$ cat src/rtl/gtp_usrclk_seq.sv
// gtp_usrclk_seq: reset/lock sequencer for the GTP-fed MMCM that makes the
// 125 MHz GMII clock and its 90-degree companion.
//
// The MMCM is held in reset until the GTP recovered clock is valid. The
// sequencer then waits for LOCKED, with a timeout and retry. Lock must stay
// stable for STABLE_CYCLES before the GMII-domain reset is released. Lock
// loss, a GTP drop or a software pulse restarts the whole sequence.
//
// Optional build macro GTP_USRCLK_SEQ_COUNTERS_EN:
//   defined   -> retry_cnt / loss_cnt are saturating 8-bit event counters
//   undefined -> both outputs are tied to 8'd0 (state machine unchanged)
//
// gtp_clk_valid and pll_lock come from other clock domains. Each one passes
// through a 2-flop synchroniser before any decision uses it.

module gtp_usrclk_seq #(
  parameter int RST_CYCLES    = 16,
  parameter int LOCK_TIMEOUT  = 65535,
  parameter int STABLE_CYCLES = 1024,
  parameter int CNT_W         = 17
) (
  input  logic       clk,
  input  logic       rst_n,
  input  logic       gtp_clk_valid,
  input  logic       pll_lock,
  input  logic       soft_rst,
  output logic       mmcm_rst,
  output logic       usr_rst,
  output logic       ready,
  output logic [1:0] state,
  output logic [7:0] retry_cnt,
  output logic [7:0] loss_cnt
);

  typedef enum logic [1:0] {
    S_HOLD   = 2'd0,
    S_WAIT   = 2'd1,
    S_SETTLE = 2'd2,
    S_RUN    = 2'd3
  } state_e;

  // Terminal counts of the shared phase counter, one for each timed phase
  localparam logic [CNT_W-1:0] RST_LAST    = CNT_W'(RST_CYCLES - 1);
  localparam logic [CNT_W-1:0] TMO_LAST    = CNT_W'(LOCK_TIMEOUT - 1);
  localparam logic [CNT_W-1:0] STABLE_LAST = CNT_W'(STABLE_CYCLES - 1);
  localparam logic [CNT_W-1:0] CNT_ONE     = CNT_W'(1);

  logic [1:0]       v_sync_q, l_sync_q;
  logic             v_s, l_s;
  state_e           state_q, state_d;
  logic [CNT_W-1:0] cnt_q, cnt_d;
  logic             mmcm_rst_q, usr_rst_q, ready_q;
`ifdef GTP_USRCLK_SEQ_COUNTERS_EN
  logic             retry_inc, loss_inc;
  logic [7:0]       retry_q, loss_q;
`endif

  // 2-flop synchronisers for the asynchronous status inputs
  always_ff @(posedge clk or negedge rst_n) begin
    if (!rst_n) begin
      v_sync_q <= 2'b00;
      l_sync_q <= 2'b00;
    end else begin
      v_sync_q <= {v_sync_q[0], gtp_clk_valid};
      l_sync_q <= {l_sync_q[0], pll_lock};
    end
  end

  assign v_s = v_sync_q[1];
  assign l_s = l_sync_q[1];

  // State register, phase counter and registered output decode
  always_ff @(posedge clk or negedge rst_n) begin
    if (!rst_n) begin
      state_q    <= S_HOLD;
      cnt_q      <= '0;
      mmcm_rst_q <= 1'b1;
      usr_rst_q  <= 1'b1;
      ready_q    <= 1'b0;
    end else begin
      state_q    <= state_d;
      cnt_q      <= cnt_d;
      // Each output is decoded from the next state into its own flop.
      // Every output therefore changes on the same edge as state_q, and it
      // carries no decode glitch. mmcm_rst and usr_rst rise together on
      // entry to HOLD.
      mmcm_rst_q <= (state_d == S_HOLD);
      usr_rst_q  <= (state_d != S_RUN);
      ready_q    <= (state_d == S_RUN);
    end
  end

  // Next-state and phase-counter logic; soft_rst overrides everything
  always_comb begin
    state_d = state_q;
    cnt_d   = cnt_q;
`ifdef GTP_USRCLK_SEQ_COUNTERS_EN
    retry_inc = 1'b0;
    loss_inc  = 1'b0;
`endif
    if (soft_rst) begin
      state_d = S_HOLD;
      cnt_d   = '0;
    end else begin
      unique case (state_q)
        S_HOLD: begin
          // Count only while the MMCM input clock is valid. Any dropout
          // restarts the full hold time.
          if (!v_s) begin
            cnt_d = '0;
          end else if (cnt_q == RST_LAST) begin
            state_d = S_WAIT;
            cnt_d   = '0;
          end else begin
            cnt_d = cnt_q + CNT_ONE;
          end
        end
        S_WAIT: begin
          if (!v_s) begin
            state_d = S_HOLD;
            cnt_d   = '0;
          end else if (l_s) begin
            state_d = S_SETTLE;
            cnt_d   = '0;
          end else if (cnt_q == TMO_LAST) begin
            state_d = S_HOLD;
            cnt_d   = '0;
`ifdef GTP_USRCLK_SEQ_COUNTERS_EN
            retry_inc = 1'b1;
`endif
          end else begin
            cnt_d = cnt_q + CNT_ONE;
          end
        end
        S_SETTLE: begin
          // A lock bounce here is not a failed attempt. Go back and wait
          // for lock again, with a fresh timeout.
          if (!v_s) begin
            state_d = S_HOLD;
            cnt_d   = '0;
          end else if (!l_s) begin
            state_d = S_WAIT;
            cnt_d   = '0;
          end else if (cnt_q == STABLE_LAST) begin
            state_d = S_RUN;
            cnt_d   = '0;
          end else begin
            cnt_d = cnt_q + CNT_ONE;
          end
        end
        S_RUN: begin
          cnt_d = '0;
          // A GTP drop and a lock drop in the same cycle count as one loss
          if (!v_s || !l_s) begin
            state_d = S_HOLD;
`ifdef GTP_USRCLK_SEQ_COUNTERS_EN
            loss_inc = 1'b1;
`endif
          end
        end
        default: begin
          state_d = S_HOLD;
          cnt_d   = '0;
        end
      endcase
    end
  end

`ifdef GTP_USRCLK_SEQ_COUNTERS_EN
  // Saturating event counters for lock timeouts and losses in RUN
  always_ff @(posedge clk or negedge rst_n) begin
    if (!rst_n) begin
      retry_q <= 8'd0;
      loss_q  <= 8'd0;
    end else begin
      if (retry_inc && (retry_q != 8'hFF)) retry_q <= retry_q + 8'd1;
      if (loss_inc && (loss_q != 8'hFF))   loss_q  <= loss_q + 8'd1;
    end
  end

  assign retry_cnt = retry_q;
  assign loss_cnt  = loss_q;
`else
  assign retry_cnt = 8'd0;
  assign loss_cnt  = 8'd0;
`endif

  assign mmcm_rst = mmcm_rst_q;
  assign usr_rst  = usr_rst_q;
  assign ready    = ready_q;
  assign state    = state_q;

endmodule

$ cat config.mk
export PLATFORM = sky130hd
export DESIGN_NAME = gtp_usrclk_seq
export DESIGN_NICKNAME = d
export VERILOG_FILES = /design/src/rtl/gtp_usrclk_seq.sv
export SDC_FILE = /design/constraint.sdc
export NUM_CORES = 1
export LEC_CHECK = 0
export CAP_MARGIN = 20
export CORE_MARGIN = 1
export CORE_UTILIZATION = 52
export DETAILED_ROUTE_END_ITERATION = 10
export GPL_ROUTABILITY_DRIVEN = 0
export HOLD_SLACK_MARGIN = 0.05
export PLACE_DENSITY = 0.76
export SYNTH_ARGS = -nofsm -noshare
export SYNTH_HDL_FRONTEND = slang
export SYNTH_SLANG_ARGS = --single-unit
export TNS_END_PERCENT = 100
$ cat constraint.sdc
create_clock -name clk -period 2.2 [get_ports clk]
set_input_delay 0.66 -clock clk [delete_from_list [all_inputs] [get_ports clk]]
set_output_delay 0.66 -clock clk [all_outputs]
set_load 0.01 [all_outputs]
==> summary.txt <==
Run status
  – Status: finished, final reports clean

Run
  – Maxcap violations: 0

Min path
  – Hold path cells: 0
  – Hold Path Class: flip-flop to flip-flop

Power
  – Peak supply drop: 507.7 µV
  – Psw: 0.1720 mW
  – Switch share: 23.12%
  – Leakage power: 0.6268 nW
  – Comb pwr share: 6.9%
  – Part of the power in the clock network: 27.5%
  – Internal Power: 0.5719 mW
  – Pwr/cell area: 458.4 nW/µm²
  – Sequential share of power: 65.6%

Logic synthesis
  – Ys Warns: 0
  – Netlist Area Pre-Place: 1493 µm²
  – Post-synth top flop: dfrtp_1
  – Synth Area in Adders: 1.676%
  – Synth cell types: 35
  – Post-synthesis simple-gate area fraction: 17.44%
  – Yosys reg bits: 26
  – Sequential element share of the synthesized area: 43.76%
  – Mean area per synthesized cell: 10.59 µm²
  – Synth Area in Compound Gates: 15.93%
  – Post-synthesis mux area share: 0%
  – Asr flop ratio synth: 100.0%
  – Post-synthesis instance total: 141
  – Xor/xnor cell area share of the yosys netlist: 9.388%
  – Largest family of logic cells by synthesized area: simple AND/OR/NAND/NOR gates
  – Post-synth EDFFs: 0

Route
  – Drt wl/cell: 14.97 µm
  – 1st-iter DRT viols: 19
  – Highest routed layer: met4
  – ANT nets after route: 0
  – DR pass1 iterations: 4
  – Drt total wl: 2799 µm
  – Vias: 1,111
  – DRC viols: 0
  – DR vias/cell: 5.941
  – Met2 routed WL: 1409 µm
  – Met3 Routed Length: 107 µm
  – Met1 wire length: 1204 µm

Layout
  – Area growth, synth to finish: 8.718%
  – Share of layout cells above drive strength 1: 12.82%
  – Ant. Diodes: 0
  – # nets final: 164
  – Post-route non-filler standard cell count: 187

Timing
  – Setup tns final: 0 ns
  – Max Clock Freq: 0.4732 GHz
  – Final setup violation count: 0
  – Setup repair after global routing missed its margin: no
  – Slew Viols, Final: 0
  – Tcrit/Tclk final: 96.07%
  – Final min period: 2.113 ns
  – Fin. Hold Viols: 0
  – Skew final: 0.008845 ns

Critical path
  – Critical Path Source Type: flip-flop
  – Worst path cell trace: clkdlybuf4s50_1
  – Slowest stage delay, CP: 0.61 ns
  – Setup CP Type: flip-flop to primary output
  – Worst path bufs/invs: 1
  – CP max stage cell: clkdlybuf4s50_1
  – Critical path depth: 1
  – Req. time, crit path: 1.54 ns
  – Crit-path max FO: 7
  – Worst r2r path cells: 8
  – Worst Setup End Kind: primary output
  – Cell family with most CP delay: buffers and inverters
  – Arrival @ worst endpoint: 1.45 ns

Placed design
  – Detailed placement HPWL: 2048 µm
  – Placed cells: 181
  – Port-buffer cells: 9

GRT
  – Largest net degree at the start of global routing: 27
  – Vias in the first global route: 1,052
  – Total Routing Usage GR: 20.37%
  – Initial antenna violation count: 0
  – First-pass GRT wire length: 4988 µm
  – GRT overflow: 0

CTS
  – Insertion delay to the later sink of the worst-skew pair: 0.32 ns
  – H-tree levels: 1
  – Root buffer cell: clkbuf_4
  – # clock sinks: 26
  – Hold buffers post-CTS: 0
  – Max Buffers Root-to-Sink: 2
  – Clock transition at the registers of the reported paths: 0.13 ns
  – Num CTS Buffers: 3
  – CTS tree: built

Floorplan
  – Core area: 2734 µm²
  – Initial Utilization: 54.60%
  – Cell Rows: 19
  – IO Pins: 26
  – Die height: 55.58 µm
  – Die ar.: 3089 µm²
  – Die Span X: 55.58 µm
## layer usage
metal / GRT usage, % / up-vias
li1: - / 523
met1: 25.90 / 540
met2: 34.94 / 40
met3: 1.860 / 8
met4: 10.00 / 0
met5: 0 / -
## registers in the layout (all words and copies together), names as in the netlist
name      cells
state         2
l_sync_q      2
usr_rst       1
cnt_q        17
v_sync_q      2
ready         1
mmcm_rst      1
## worst paths after layout
path | start | end | slack (ns)
setup / recovery | state[1] | state[1] | 0.09
max in group asynchronous | rst_n | mmcm_rst | 1.22
min in group asynchronous | rst_n | cnt_q[12] | 0.69
setup reg to reg | cnt_q[0] | cnt_q[0] | 0.22
hold reg to reg | l_sync_q[0] | l_sync_q[1] | 0.36
hold / removal | l_sync_q[0] | l_sync_q[1] | 0.36
## stage by stage
stage	hold slack (ns)	power (mW)	util (%)	worst slack, ns	instance area (µm²)
global placement	0.3325	0.5439	57.85	0.09271	1582
global route	0.3710	0.7692	59.36	0.05402	1623
floorplan	0.3312	0.5444	-	0.3779	1549
finish	0.3620	0.7440	59.36	0.08653	1623
detailed placement	0.3356	0.5456	57.85	0.04506	1582
CTS	0.3643	0.7427	58.81	0.01353	1608
## Yosys cell counts, types with 2 or more instances
cell,number,area [µm²]
nand3_1,7,35.03
nand4_1,6,37.54
a31oi_1,2,12.51
xor2_1,4,35.03
buf_4,18,135.1
nand2_1,6,22.52
nor4_1,6,37.54
dfstp_2,2,52.55
inv_1,3,11.26
xnor2_1,12,105.1
dfrtp_1,24,600.6
a211oi_1,17,127.6
ha_1,2,25.02
nor2_1,5,18.77
buf_2,3,15.01
nor3_1,5,25.02
## cell usage in the layout, fill, tap and decap left out, types with 2 or more instances in the layout
master / instances
nor3_1: 5
a211oi_1: 17
nand2_1: 6
xor2_1: 4
dfrtp_1: 24
buf_4: 8
nor4_1: 6
clkdlybuf4s50_1: 9
clkbuf_4: 3
inv_1: 3
ha_1: 2
nand3_1: 7
dfstp_2: 2
conb_1: 16
xnor2_1: 12
a31oi_1: 2
nor2_1: 5
nand4_1: 6
## final cells by class
type / count / area [µm²]
clock buffers: 4 / 26.28
multi-input cells: 105 / 723.2
inverters: 3 / 11.26
fillers: 227 / 1111
repair buffers: 18 / 170.2
well taps: 31 / 38.79
flip-flops and latches: 26 / 653.1
## what timing repair did
item	in CTS	in global routing
setup buffers	0	2
endpoints found under the hold margin	0	0
resized for setup	0	0
setup endpoints to repair	0	17
## kinds of logic after synthesis
family | count (synthesis)
compound gates | 26
xor+xnor | 16
fa+ha+maj | 2
buf+inv | 25
flops | 26
other cells | 1
simple gates | 45
## power by group through the flow
stage / Sequential, mW / Clock [mW] / Combinational [mW]
after global routing: 0.489 / 0.222 / 0.0580
after CTS: 0.488 / 0.206 / 0.0489
after global placement: 0.497 / 0 / 0.0473
after floorplan: 0.497 / 0 / 0.0471
final: 0.488 / 0.205 / 0.0514
after detailed placement: 0.497 / 0 / 0.0487
No activity file was read; power rests on OpenSTA's default activity.
